$ cat src/rtl/mux_scan_nx1.sv
// N-to-1 registered channel multiplexer with a manual select mode and an
// auto-scan mode that dwells on each enabled channel before moving on.
module mux_scan_nx1 #(
    parameter int N     = 8,
    parameter int W     = 1,
    parameter int DWELL = 4,
    localparam int SW   = $clog2(N)
) (
    input  logic           clk,
    input  logic           rst,
    input  logic [N*W-1:0] i,
    input  logic [SW-1:0]  s,
    input  logic           mode,
    input  logic [N-1:0]   en_mask,
    output logic [W-1:0]   y,
    output logic [SW-1:0]  ch,
    output logic           valid,
    output logic [1:0]     fsm_state
);

    localparam logic [1:0] ST_MAN  = 2'd0;
    localparam logic [1:0] ST_SCAN = 2'd1;
    localparam logic [1:0] ST_HOLD = 2'd2;

    localparam int CW = (DWELL > 1) ? $clog2(DWELL) : 1;
    localparam logic [CW-1:0] LAST = CW'(DWELL - 1);

    logic [1:0]    state, state_n;
    logic [CW-1:0] cnt, cnt_n;
    logic [SW-1:0] ch_n, base, nxt, entry;
    logic [W-1:0]  y_n;
    logic          valid_n, ch_on, man_ok;

    function automatic logic [W-1:0] pick(input logic [SW-1:0] k, input logic [N*W-1:0] d);
        logic [W-1:0] r;
        r = '0;
        for (int j = 0; j < N; j++) begin
            if (SW'(j) == k) r = d[j*W +: W];
        end
        return r;
    endfunction

    function automatic logic mask_bit(input logic [SW-1:0] k, input logic [N-1:0] m);
        logic r;
        r = 1'b0;
        for (int j = 0; j < N; j++) begin
            if (SW'(j) == k) r = m[j];
        end
        return r;
    endfunction

    // First enabled channel strictly after base, wrapping; base itself is
    // considered last so a lone enabled channel finds itself again.
    function automatic logic [SW-1:0] next_above(input logic [SW-1:0] b, input logic [N-1:0] m);
        logic [SW-1:0] r;
        logic          found;
        int            idx;
        r     = b;
        found = 1'b0;
        for (int k = 1; k <= N; k++) begin
            idx = int'(b) + k;
            if (idx >= N) idx = idx - N;
            if (!found && m[idx]) begin
                r     = SW'(idx);
                found = 1'b1;
            end
        end
        return r;
    endfunction

    always_comb begin
        state_n = state;
        ch_n    = ch;
        cnt_n   = '0;
        y_n     = '0;
        valid_n = 1'b0;

        // An out-of-range ch (manual select past N-1) wraps to channel 0.
        base   = (32'(ch) < N) ? ch : SW'(N - 1);
        ch_on  = mask_bit(ch, en_mask);
        nxt    = next_above(base, en_mask);
        entry  = ch_on ? ch : nxt;
        man_ok = (32'(s) < N);

        if (!mode) begin
            state_n = ST_MAN;
            ch_n    = s;
            y_n     = man_ok ? pick(s, i) : '0;
            valid_n = man_ok;
        end else if (en_mask == '0) begin
            state_n = ST_HOLD;
        end else if (state == ST_SCAN) begin
            if (!ch_on || cnt == LAST) begin
                ch_n = nxt;
            end else begin
                cnt_n = cnt + CW'(1);
            end
            y_n     = pick(ch_n, i);
            valid_n = 1'b1;
        end else begin
            state_n = ST_SCAN;
            ch_n    = entry;
            y_n     = pick(entry, i);
            valid_n = 1'b1;
        end
    end

    always_ff @(posedge clk) begin
        if (rst) begin
            state <= ST_MAN;
            cnt   <= '0;
            ch    <= '0;
            y     <= '0;
            valid <= 1'b0;
        end else begin
            state <= state_n;
            cnt   <= cnt_n;
            ch    <= ch_n;
            y     <= y_n;
            valid <= valid_n;
        end
    end

    assign fsm_state = state;

endmodule

$ cat config.mk
export PLATFORM = sky130hd
export DESIGN_NAME = mux_scan_nx1
export DESIGN_NICKNAME = d
export VERILOG_FILES = /design/src/rtl/mux_scan_nx1.sv
export SDC_FILE = /design/constraint.sdc
export NUM_CORES = 1
export LEC_CHECK = 0
export CORE_MARGIN = 2
export CORE_UTILIZATION = 70
export CTS_CLUSTER_DIAMETER = 50
export DETAILED_ROUTE_END_ITERATION = 16
export DONT_BUFFER_PORTS = 1
export PLACE_DENSITY = 0.86
export SLEW_MARGIN = 20
export SYNTH_ARGS = -nofsm -noshare
export SYNTH_HDL_FRONTEND = slang
export SYNTH_SLANG_ARGS = --single-unit
$ cat constraint.sdc
create_clock -name clk -period 11.6 [get_ports clk]
set_input_delay 2.32 -clock clk [delete_from_list [all_inputs] [get_ports clk]]
set_output_delay 2.32 -clock clk [all_outputs]
set_load 0.005 [all_outputs]
# After elaboration in Yosys (flattened, before gate mapping)
# Index checks and enable logic that the tools add are counted.
# Widths: inputs -> output; s select.
dict set report word_totals {
  ff_bits 9
  input_bits 22
}
dict set report classes {
  n_addsub 17
  magnitude_cmp 16
  eq_ne 32
  n_mux 94
  bitwise 2
  n_reduce_logical 24
}
# operator n
set op_table {}
lappend op_table {{$lt 32x5->1 const B} 8}
lappend op_table {{$mux 32} 8}
lappend op_table {{$mux 1} 60}
lappend op_table {{$eq 3x3->1 const A} 16}
lappend op_table {{$mux 3} 16}
lappend op_table {{$sub 4x4->5 const B} 7}
lappend op_table {{$ge 4x4->1 const B} 7}
lappend op_table {{$bmux 1 s3} 8}
lappend op_table {{$eq 2x3->1 const A} 8}
lappend op_table {{$add 3x3->4 const B} 4}
lappend op_table {{$eq 1x3->1 const A} 4}
lappend op_table {{$logic_not 3->1} 4}
lappend op_table {{$add 3x2->4 const B} 2}
lappend op_table {{$logic_not 1->1} 8}
lappend op_table {{$logic_not 8->1} 1}
lappend op_table {{$logic_and 1x1->1} 7}
lappend op_table {{$sub 5x4->6 const B} 1}
lappend op_table {{$add 3x4->5 const B} 1}
lappend op_table {{$ge 5x4->1 const B} 1}
lappend op_table {{$reduce_or 5->1} 1}
lappend op_table {{$add 3x1->4 const B} 1}
lappend op_table {{$mux 2} 2}
lappend op_table {{$ne 2x2->1 const B} 2}
lappend op_table {{$reduce_or 3->1} 1}
lappend op_table {{6 further kinds} 7}

# Longest topological paths before layout
# Gate-level depths: netlist (run 1).
dict set report logic_depth {
  depth_word 44
  depth_mapped 15
  ltp_nobuf 12
}

# Worst setup path before layout (run 1)
# OpenSTA, ideal clock, no wires.
dict set report synth_path {
  path_kind {input-to-reg}
  startpoint {input en_mask[6]}
  endpoint {register y}
  t_arrival_ps 4961
  path_slack_ps 6520
  path_stages 11
  n_path_buf 1
  path_cell_list {buf_2 -> mux4_2 -> mux2i_2 -> mux2i_1 -> and4b_1 -> a221oi_1 -> a31oi_1 -> mux2i_1 -> mux4_2 -> mux2_2 -> a211o_1}
}
dict set report synth_via {
  elab_chain_cells 41
  word_cells_on_any_way 98
  cone_classes {eq/ne: 14; mux: 65; reduce/logical: 19}
}
# item line_no
set synth_rtl {}
lappend synth_rtl {{start, declared} 14} ;# input logic [N-1:0] en_mask,
lappend synth_rtl {{$bmux 1 s3} 63} ;# if (!found && m[idx]) begin
lappend synth_rtl {{$mux 1 (not written as such) (2 in series)} 63}
lappend synth_rtl {{$mux 1} 63}
lappend synth_rtl {{$logic_not 1->1} 63}
lappend synth_rtl {{$logic_and 1x1->1} 63}
lappend synth_rtl {{$mux 1} 63}
lappend synth_rtl {{$logic_not 1->1} 63}
lappend synth_rtl {{$logic_and 1x1->1} 63}
lappend synth_rtl {{(+17 left out)} -}
lappend synth_rtl {{$mux 3} 92} ;# end else if (state == ST_SCAN) begin
lappend synth_rtl {{$mux 3} 90} ;# end else if (en_mask == '0) begin
lappend synth_rtl {{$mux 3} 85} ;# if (!mode) begin
lappend synth_rtl {{$logic_not 3->1} 38} ;# if (SW'(j) == k) r = d[j*W +: W];
lappend synth_rtl {{$mux 1 (8 in series)} 38}
lappend synth_rtl {{$mux 1} 92}
lappend synth_rtl {{$mux 1 *} 90}
lappend synth_rtl {{$mux 1 *} 85}
lappend synth_rtl {{end signal, assigned} 119} ;# y <= y_n;
lappend synth_rtl {{end, declared} 15} ;# output logic [W-1:0] y,
# Mark *: on every way between the ends. The rest lies on a longest branch, timed or not. The select of a mux whose other input is x is not followed.
# A chain may end at the register's enable or synchronous reset.

# Worst setup path in the final report (run 1)
dict set report layout_path {
  startpoint {input en_mask[1]}
  endpoint {register y}
}
# Same word-level chain as after synthesis.

==> run_results.csv, run 1 <==
group,metric,value,unit
sta,skew,0.00235,ns
cells_and_area,final_cell_mix,"23 x mux2i_1, 17 x nand2_1, 14 x nor2_1",
worst_setup_path,end_kind,"register",
floorplanning,pin_count,29,
worst_setup_path,cp_cell_sequence,"a21oi_1, a2111oi_0, o22ai_1, a21oi_1, nor2b_1, nor2_2, xnor2_1, mux4_1, mux2_2, a211o_1",
floorplanning,die_x,54.3,µm
worst_setup_path,cp.required,11.76,ns
worst_setup_path,critical_path_class,"in -> reg",
clock_tree,clk_pin_slew_worst_paths,0.06,ns
global_routing,track_usage,0.315,
sta,drv_slew,0,
synthesis,synth_ff_type,"dfxtp_1",
clock_tree,cts_sinks,9,
synthesis,avgSynthCellArea,9.43,µm²
global_routing,grt.overflow.total,0,
place,place_congestion,0.924,
floorplanning,core_area,0.00243,mm²
worst_setup_path,arrival,5.39,ns
clock_tree,cts.path.max_buffers,2,
floorplanning,dieArea,0.00295,mm²
floorplanning,start_util,0.729,
place,dp_hpwl,3.30,mm
worst_setup_path,ff2ff_setup_slack,7.11,ns
worst_setup_path,cpPeakStageDelay,0.59,ns
hold_path,hold_path_class,"reg -> reg",
sta,worst_pin_slew,0.926,ns
synthesis,post-synth-top-area-fraction,0.130,
worst_setup_path,critPathSlowestCell,"mux4_1",
synthesis,yosysTopAreaCell,"mux2i_1",
clock_tree,cts_resized,0,
drt,drt_first_pass_iters,4,
run,drv_cap,0,
clock_tree,clk_latency,0.27,ns
synthesis,syn_inst,188,
outcome,status,"complete, no violations",
worst_setup_path,path_max_fanout,8,
drt,drc,0,
synthesis,ys_types,59,
synthesis,seq_area_frac_synth,0.102,
sta,setup_viol_count_final,0,
drt,wl,4.24,mm
worst_setup_path,r2r-start,"ch[0]$_SDFFE_PP0P_",
worst_setup_path,crit_end,"y$_SDFF_PP0_",
sta,setup_tns,0,ns
global_routing,antenna_found_initial,0,
clock_tree,numCtsBuffers,3,
worst_setup_path,crit_path_frequent_cell,"a21oi_1",
global_routing,grt_max_degree,27,
sta,finalWorstSetupSlack,6.37,ns
synthesis,synth_area_leaders,"mux2i_1 13%, mux4_2 13%, dfxtp_1 10%, ha_1 5.6%, mux2_2 4.4%",
worst_setup_path,rr_worst_depth,13,
clock_tree,hold_buffers,0,
clock_tree,cts_tree,"done",
synthesis,netlist_area,0.00177,mm²
global_routing,grt_pass1_wl,6.71,mm
drt,ant_nets,0,
clock_tree,root_buffer,"clkbuf_4",
place,port-buffer-count,0,
sta,min_period,5.23,ns
cells_and_area,areaGrowthSynthToFinish,0.212,%
synthesis,ys_seq_elements,9,
sta,rsz0062_at_grt,"no",
drt,via_per_inst,7.38,
sta,finalHoldViolCount,0,
cells_and_area,layout.cells.most_common,"mux2i_1",
worst_setup_path,timing.rr.end,"y$_SDFF_PP0_",
floorplanning,num_rows,18,
worst_setup_path,crit_start,"en_mask[1]",
cells_and_area,drive_above_1_share,0.212,
cells_and_area,nets,215,
global_routing,grt_pass1_vias,1425,
sta,period_share,0.451,
sta,slew_headroom,0.382,
synthesis,ys_async_sr_fraction,0,
synthesis,synth.yosys.warnings,0,
drt,drt_iter0_drc,69,
clock_tree,htree_levels,1,
place,dp_slack,6.18,ns
synthesis,synth-edff-count,0,
synthesis,synth_nets,218,
clock_tree,cts_setup_buffers,0,
drt,num_vias,1580,
sta,max_freq,191,MHz
worst_setup_path,start_kind,"primary input",
drt,routedWlPerCell,19.8,µm
floorplanning,die_h,54.3,µm
cells_and_area,n_antenna_cell,0,
cell usage after synthesis, types with 4 or more instances:
library cell / count
a21oi_1: 6
dfxtp_1: 9
ha_1: 8
inv_1: 5
mux2_2: 7
mux2_4: 4
mux2i_1: 23
mux4_2: 10
nand2_1: 17
nor2_1: 14
nor2b_1: 5
nor3_1: 4
o21ai_0: 4
cell families after synthesis:
logic type / share of synthesized area
flip-flops: 0.102
AND/OR/NAND/NOR: 0.179
multiplexers: 0.385
buffers and inverters: 0.0529
AO/OA/AOI/OAI: 0.180
adder cells (fa/ha/maj): 0.0565
XOR/XNOR: 0.0445
sequential cells by signal, indices dropped and copies added (netlist names):
name	count
y	1
fsm_state	2
valid	1
ch	3
cnt	2
worst min-delay path by stage:
stage | from | endpoint | cells past startpoint
4_1_cts | cnt[0]$_SDFF_PP0_ | cnt[0]$_SDFF_PP0_ | 1
6_report | cnt[0]$_SDFF_PP0_ | cnt[0]$_SDFF_PP0_ | 1
5_1_grt | cnt[0]$_SDFF_PP0_ | cnt[0]$_SDFF_PP0_ | 1
3_3_place_gp | cnt[0]$_SDFF_PP0_ | cnt[0]$_SDFF_PP0_ | 1
2_1_floorplan | cnt[0]$_SDFF_PP0_ | cnt[0]$_SDFF_PP0_ | 1
3_5_place_dp | cnt[0]$_SDFF_PP0_ | cnt[0]$_SDFF_PP0_ | 1
metal layers:
| metal | track usage | share of wire |
|---|---|---|
| met4 | 0.100 | 0.017 |
| met2 | 0.482 | 0.48 |
| met5 | 0 | 0 |
| met3 | 0.0301 | 0.065 |
| met1 | 0.464 | 0.44 |
worst max-delay path: cells and delay by family:
family	cells	cell delay, ns
AO/OA/AOI/OAI	5	1.38
XOR/XNOR	1	0.29
multiplexers	2	0.88
AND/OR/NAND/NOR	2	0.53
through the flow:
step	cells	hold slack, ns	utilization	instance area [µm²]
floorplan	188	0.396	-	1770
global placement	210	0.404	0.720	1750
detailed placement	210	0.419	0.720	1750
CTS	214	0.428	0.730	1780
global route	214	0.457	0.730	1780
finish	214	0.426	0.730	1780
final cells by class:
type                            instances  area [µm²]
Sequential cell                         9         180
Tap cell                               30        37.5
Fill cell                             182         656
Timing Repair Buffer                    2        15.0
Inverter                                5        18.8
Multi-Input combinational cell        164        1500
Clock buffer                            4        26.3
Power of run 1 is not shown: default switching activity piles up to over one toggle a cycle in this logic, so the estimate is an artifact.
==> run 2, diff against run 1 <==
- CORE_UTILIZATION: 70 -> 65
- PLACE_DENSITY: 0.86 -> 0.81
- clock period: 11.6 -> 4.92 ns (I/O delays scaled with it)
==> run_results.csv, run 2 (synthesized netlist as in run 1, its figures left out) <==
group,metric,value,unit
worst_setup_path,start_kind,"register",
clock_tree,cts.path.max_buffers,2,
place,dp_hpwl,3.31,mm
place,port-buffer-count,0,
cells_and_area,fillers,205,
sta,period_share,0.914,
outcome,status,"complete, no violations",
sta,skew,0.00504,ns
cells_and_area,largest-register,"ch",
cells_and_area,n_antenna_cell,0,
cells_and_area,final_cell_mix,"23 x mux2i_1, 17 x nand2_1, 14 x nor2_1",
worst_setup_path,path_max_fanout,18,
floorplanning,die_h,56.2,µm
cells_and_area,layout.cells.most_common,"mux2i_1",
clock_tree,htree_levels,1,
cells_and_area,drive_above_1_share,0.212,
floorplanning,start_util,0.703,
sta,setup_tns,0,ns
place,place_area,0.00175,mm²
floorplanning,dieArea,0.00316,mm²
place,dp_slack,0.552,ns
clock_tree,hold_buffers,0,
worst_setup_path,cp.required,5.07,ns
cells_and_area,finalInstanceArea,0.00178,mm²
drt,drt_first_pass_iters,4,
sta,worst_pin_slew,0.948,ns
sta,max_freq,222,MHz
sta,slew_headroom,0.367,
run,drv_cap,0,
place,place_congestion,0.875,
sta,min_period,4.50,ns
sta,drv_slew,0,
sta,finalWorstSetupSlack,0.422,ns
global_routing,grt_pass1_wl,7.22,mm
global_routing,grt_pass1_vias,1520,
floorplanning,pin_count,29,
global_routing,grt_max_degree,26,
cells_and_area,nets,215,
global_routing,grt.overflow.total,0,
drt,wl,4.26,mm
clock_tree,numCtsBuffers,3,
drt,via_per_inst,7.25,
floorplanning,num_rows,18,
drt,ant_nets,0,
hold_path,hold_path_class,"reg -> reg",
clock_tree,cts_tree,"done",
drt,num_vias,1552,
drt,drt_iter0_drc,100,
clock_tree,cts_setup_buffers,0,
global_routing,track_usage,0.279,
floorplanning,core_area,0.00252,mm²
clock_tree,clk_pin_slew_worst_paths,0.06,ns
worst_setup_path,end_kind,"register",
sta,rsz0062_at_grt,"no",
cells_and_area,largest_register_ff_count,3,
cells_and_area,areaGrowthSynthToFinish,0.212,%
sta,finalHoldViolCount,0,
drt,routedWlPerCell,19.9,µm
drt,drc,0,
global_routing,antenna_found_initial,0,
floorplanning,die_x,56.2,µm
worst_setup_path,critical_path_class,"reg -> reg",
worst_setup_path,arrival,4.65,ns
clock_tree,clk_latency,0.26,ns
clock_tree,cts_sinks,9,
clock_tree,root_buffer,"clkbuf_4",
clock_tree,cts_resized,0,
sta,setup_viol_count_final,0,
-- run 2: stage by stage --
step                cells  hold slack, ns   util
floorplan             188           0.396      -
global placement      210           0.404  0.694
detailed placement    210           0.423  0.694
CTS                   214           0.431  0.704
global route          214           0.462  0.704
finish                214           0.428  0.704
-- run 2: cell type report --
type	instances	area, µm²	area share
clock buffer	4	26.3	0.0148
timing repair buffer	2	15.0	0.00845
tap	30	37.5	0.0211
multi-input combinational	164	1500	0.844
sequential	9	180	0.101
inverter	5	18.8	0.0106
-- run 2: per-layer routing --
metal  up-vias  share of wire  routed length, µm  track usage
li1        726              -                  -            -
met1       747           0.43               1840        0.392
met2        76           0.48               2030        0.444
met3         3          0.088                376       0.0721
met4         0         0.0033                 14       0.0374
met5         -              0                  0            0
-- run 2: worst max-delay path, stage by stage (launching register included) --
cell	delay (ns)
dfxtp_1	0.94
inv_1	0.17
ha_1	0.26
a2111oi_0	0.42
o22ai_1	0.15
a21oi_1	0.40
nor2b_1	0.49
nor2_2	0.09
xnor2_1	0.30
mux4_1	0.58
mux2_2	0.29
a211o_1	0.29
-- run 2: worst paths after layout --
path	startpoint	endpoint	slack, ns	cells after the start
max	ch[2]$_SDFFE_PP0P_	y$_SDFF_PP0_	0.42	11
min	cnt[0]$_SDFF_PP0_	cnt[0]$_SDFF_PP0_	0.43	1
max reg2reg	ch[2]$_SDFFE_PP0P_	y$_SDFF_PP0_	0.42	11
min reg2reg	cnt[0]$_SDFF_PP0_	cnt[0]$_SDFF_PP0_	0.43	1
Power of run 2 is left out for the same reason.
==> run 3, diff against run 2 <==
- RECOVER_POWER: default -> 100
- SLEW_MARGIN: 20 -> 5
==> run_results.csv, run 3 (synthesized netlist as in run 1, its figures left out) <==
group,metric,value,unit
floorplanning,dieArea,0.00316,mm²
cells_and_area,largest_register_ff_count,3,
sta,max_freq,224,MHz
drt,via_per_inst,7.25,
worst_setup_path,path_max_fanout,18,
sta,worst_pin_slew,0.948,ns
sta,min_period,4.47,ns
place,dp_hpwl,3.31,mm
hold_path,holdPathEnd,"cnt[0]$_SDFF_PP0_",
floorplanning,die_x,56.2,µm
worst_setup_path,r2r-start,"ch[2]$_SDFFE_PP0P_",
sta,rsz0062_at_grt,"no",
clock_tree,cts_tree,"done",
sta,setup_viol_count_final,0,
sta,period_share,0.908,
cells_and_area,nets,215,
worst_setup_path,cp.required,5.07,ns
clock_tree,clk_pin_slew_worst_paths,0.06,ns
global_routing,track_usage,0.279,
clock_tree,numCtsBuffers,3,
sta,skew,0.00504,ns
global_routing,grt_pass1_vias,1520,
worst_setup_path,arrival,4.62,ns
cells_and_area,largest-register,"ch",
clock_tree,clk_latency,0.26,ns
outcome,status,"complete, no violations",
worst_setup_path,end_kind,"register",
clock_tree,hold_buffers,0,
worst_setup_path,ff2ff_setup_slack,0.45,ns
drt,drt_first_pass_iters,4,
sta,setup_tns,0,ns
hold_path,min_from,"cnt[0]$_SDFF_PP0_",
clock_tree,cts_sinks,9,
drt,wl,4.26,mm
clock_tree,root_buffer,"clkbuf_4",
drt,drc,0,
run,drv_cap,0,
sta,drv_slew,0,
floorplanning,pin_count,29,
global_routing,antenna_found_initial,0,
hold_path,holdPathStages,1,
sta,finalHoldViolCount,0,
drt,num_vias,1552,
cells_and_area,areaGrowthSynthToFinish,0.0705,%
cells_and_area,layout.cells.most_common,"mux2i_1",
sta,finalWorstSetupSlack,0.451,ns
drt,ant_nets,0,
global_routing,grt_pass1_wl,7.22,mm
sta,slew_headroom,0.367,
global_routing,grt_max_degree,26,
worst_setup_path,rr_worst_depth,11,
floorplanning,core_area,0.00252,mm²
floorplanning,die_h,56.2,µm
cells_and_area,finish.utilization,0.703,
cells_and_area,drive_above_1_share,0.207,
cells_and_area,final_cell_mix,"23 x mux2i_1, 17 x nand2_1, 15 x nor2_1",
drt,routedWlPerCell,19.9,µm
global_routing,grt.overflow.total,0,
clock_tree,cts.path.max_buffers,2,
place,port-buffer-count,0,
drt,drt_iter0_drc,98,
cells_and_area,fillers,206,
floorplanning,start_util,0.703,
place,dp_slack,0.552,ns
floorplanning,num_rows,18,
place,place_congestion,0.875,
hold_path,hold_path_class,"reg -> reg",
clock_tree,cts_resized,0,
clock_tree,htree_levels,1,
sta,fin_hold_ws,0.428,ns
worst_setup_path,critical_path_class,"reg -> reg",
cells_and_area,n_antenna_cell,0,
worst_setup_path,timing.rr.end,"y$_SDFF_PP0_",
worst_setup_path,start_kind,"register",
clock_tree,cts_setup_buffers,0,
-- run 3: final cells by class --
| class | instances | area [µm²] | area share |
|---|---|---|---|
| multi-input cells | 164 | 1500 | 0.843 |
| flip-flops and latches | 9 | 180 | 0.102 |
| well taps | 30 | 37.5 | 0.0212 |
| clock buffers | 4 | 26.3 | 0.0148 |
| inverters | 5 | 18.8 | 0.0106 |
| repair buffers | 2 | 15.0 | 0.00846 |
-- run 3: worst max path at each step --
stage	slack, ns	end	depth (start not counted)	start
after floorplan	0.95	y$_SDFF_PP0_	15	ch[1]$_SDFFE_PP0P_
after global placement	0.78	y$_SDFF_PP0_	11	ch[2]$_SDFFE_PP0P_
after detailed placement	0.55	y$_SDFF_PP0_	11	ch[2]$_SDFFE_PP0P_
after CTS	0.53	y$_SDFF_PP0_	11	ch[2]$_SDFFE_PP0P_
after global routing	0.18	y$_SDFF_PP0_	11	ch[2]$_SDFFE_PP0P_
final	0.45	y$_SDFF_PP0_	11	ch[2]$_SDFFE_PP0P_
-- run 3: through the flow --
step	instance area [µm²]	instances
floorplan	1770	188
global placement	1750	210
detailed placement	1750	210
CTS	1780	214
global route	1770	214
finish	1770	214
-- run 3: layer usage --
layer / up-vias / GRT usage / share of wire / wire (µm)
met1: 747 / 0.392 / 0.43 / 1840
li1: 726 / - / - / -
met2: 76 / 0.444 / 0.48 / 2030
met5: - / 0 / 0 / 0
met4: 0 / 0.0374 / 0.0033 / 14
met3: 3 / 0.0721 / 0.088 / 376
-- run 3: worst max-delay path, stage by stage, from the launching register on --
cell and delay, ns:
dfxtp_1 0.94, inv_1 0.17, ha_1 0.26, a2111oi_0 0.42, o22ai_1 0.15, a21oi_1 0.40, nor2b_1 0.47, nor2_2 0.09
xnor2_1 0.30, mux4_1 0.58, mux2_2 0.29, a211o_1 0.29
Power of run 3 is left out for the same reason.
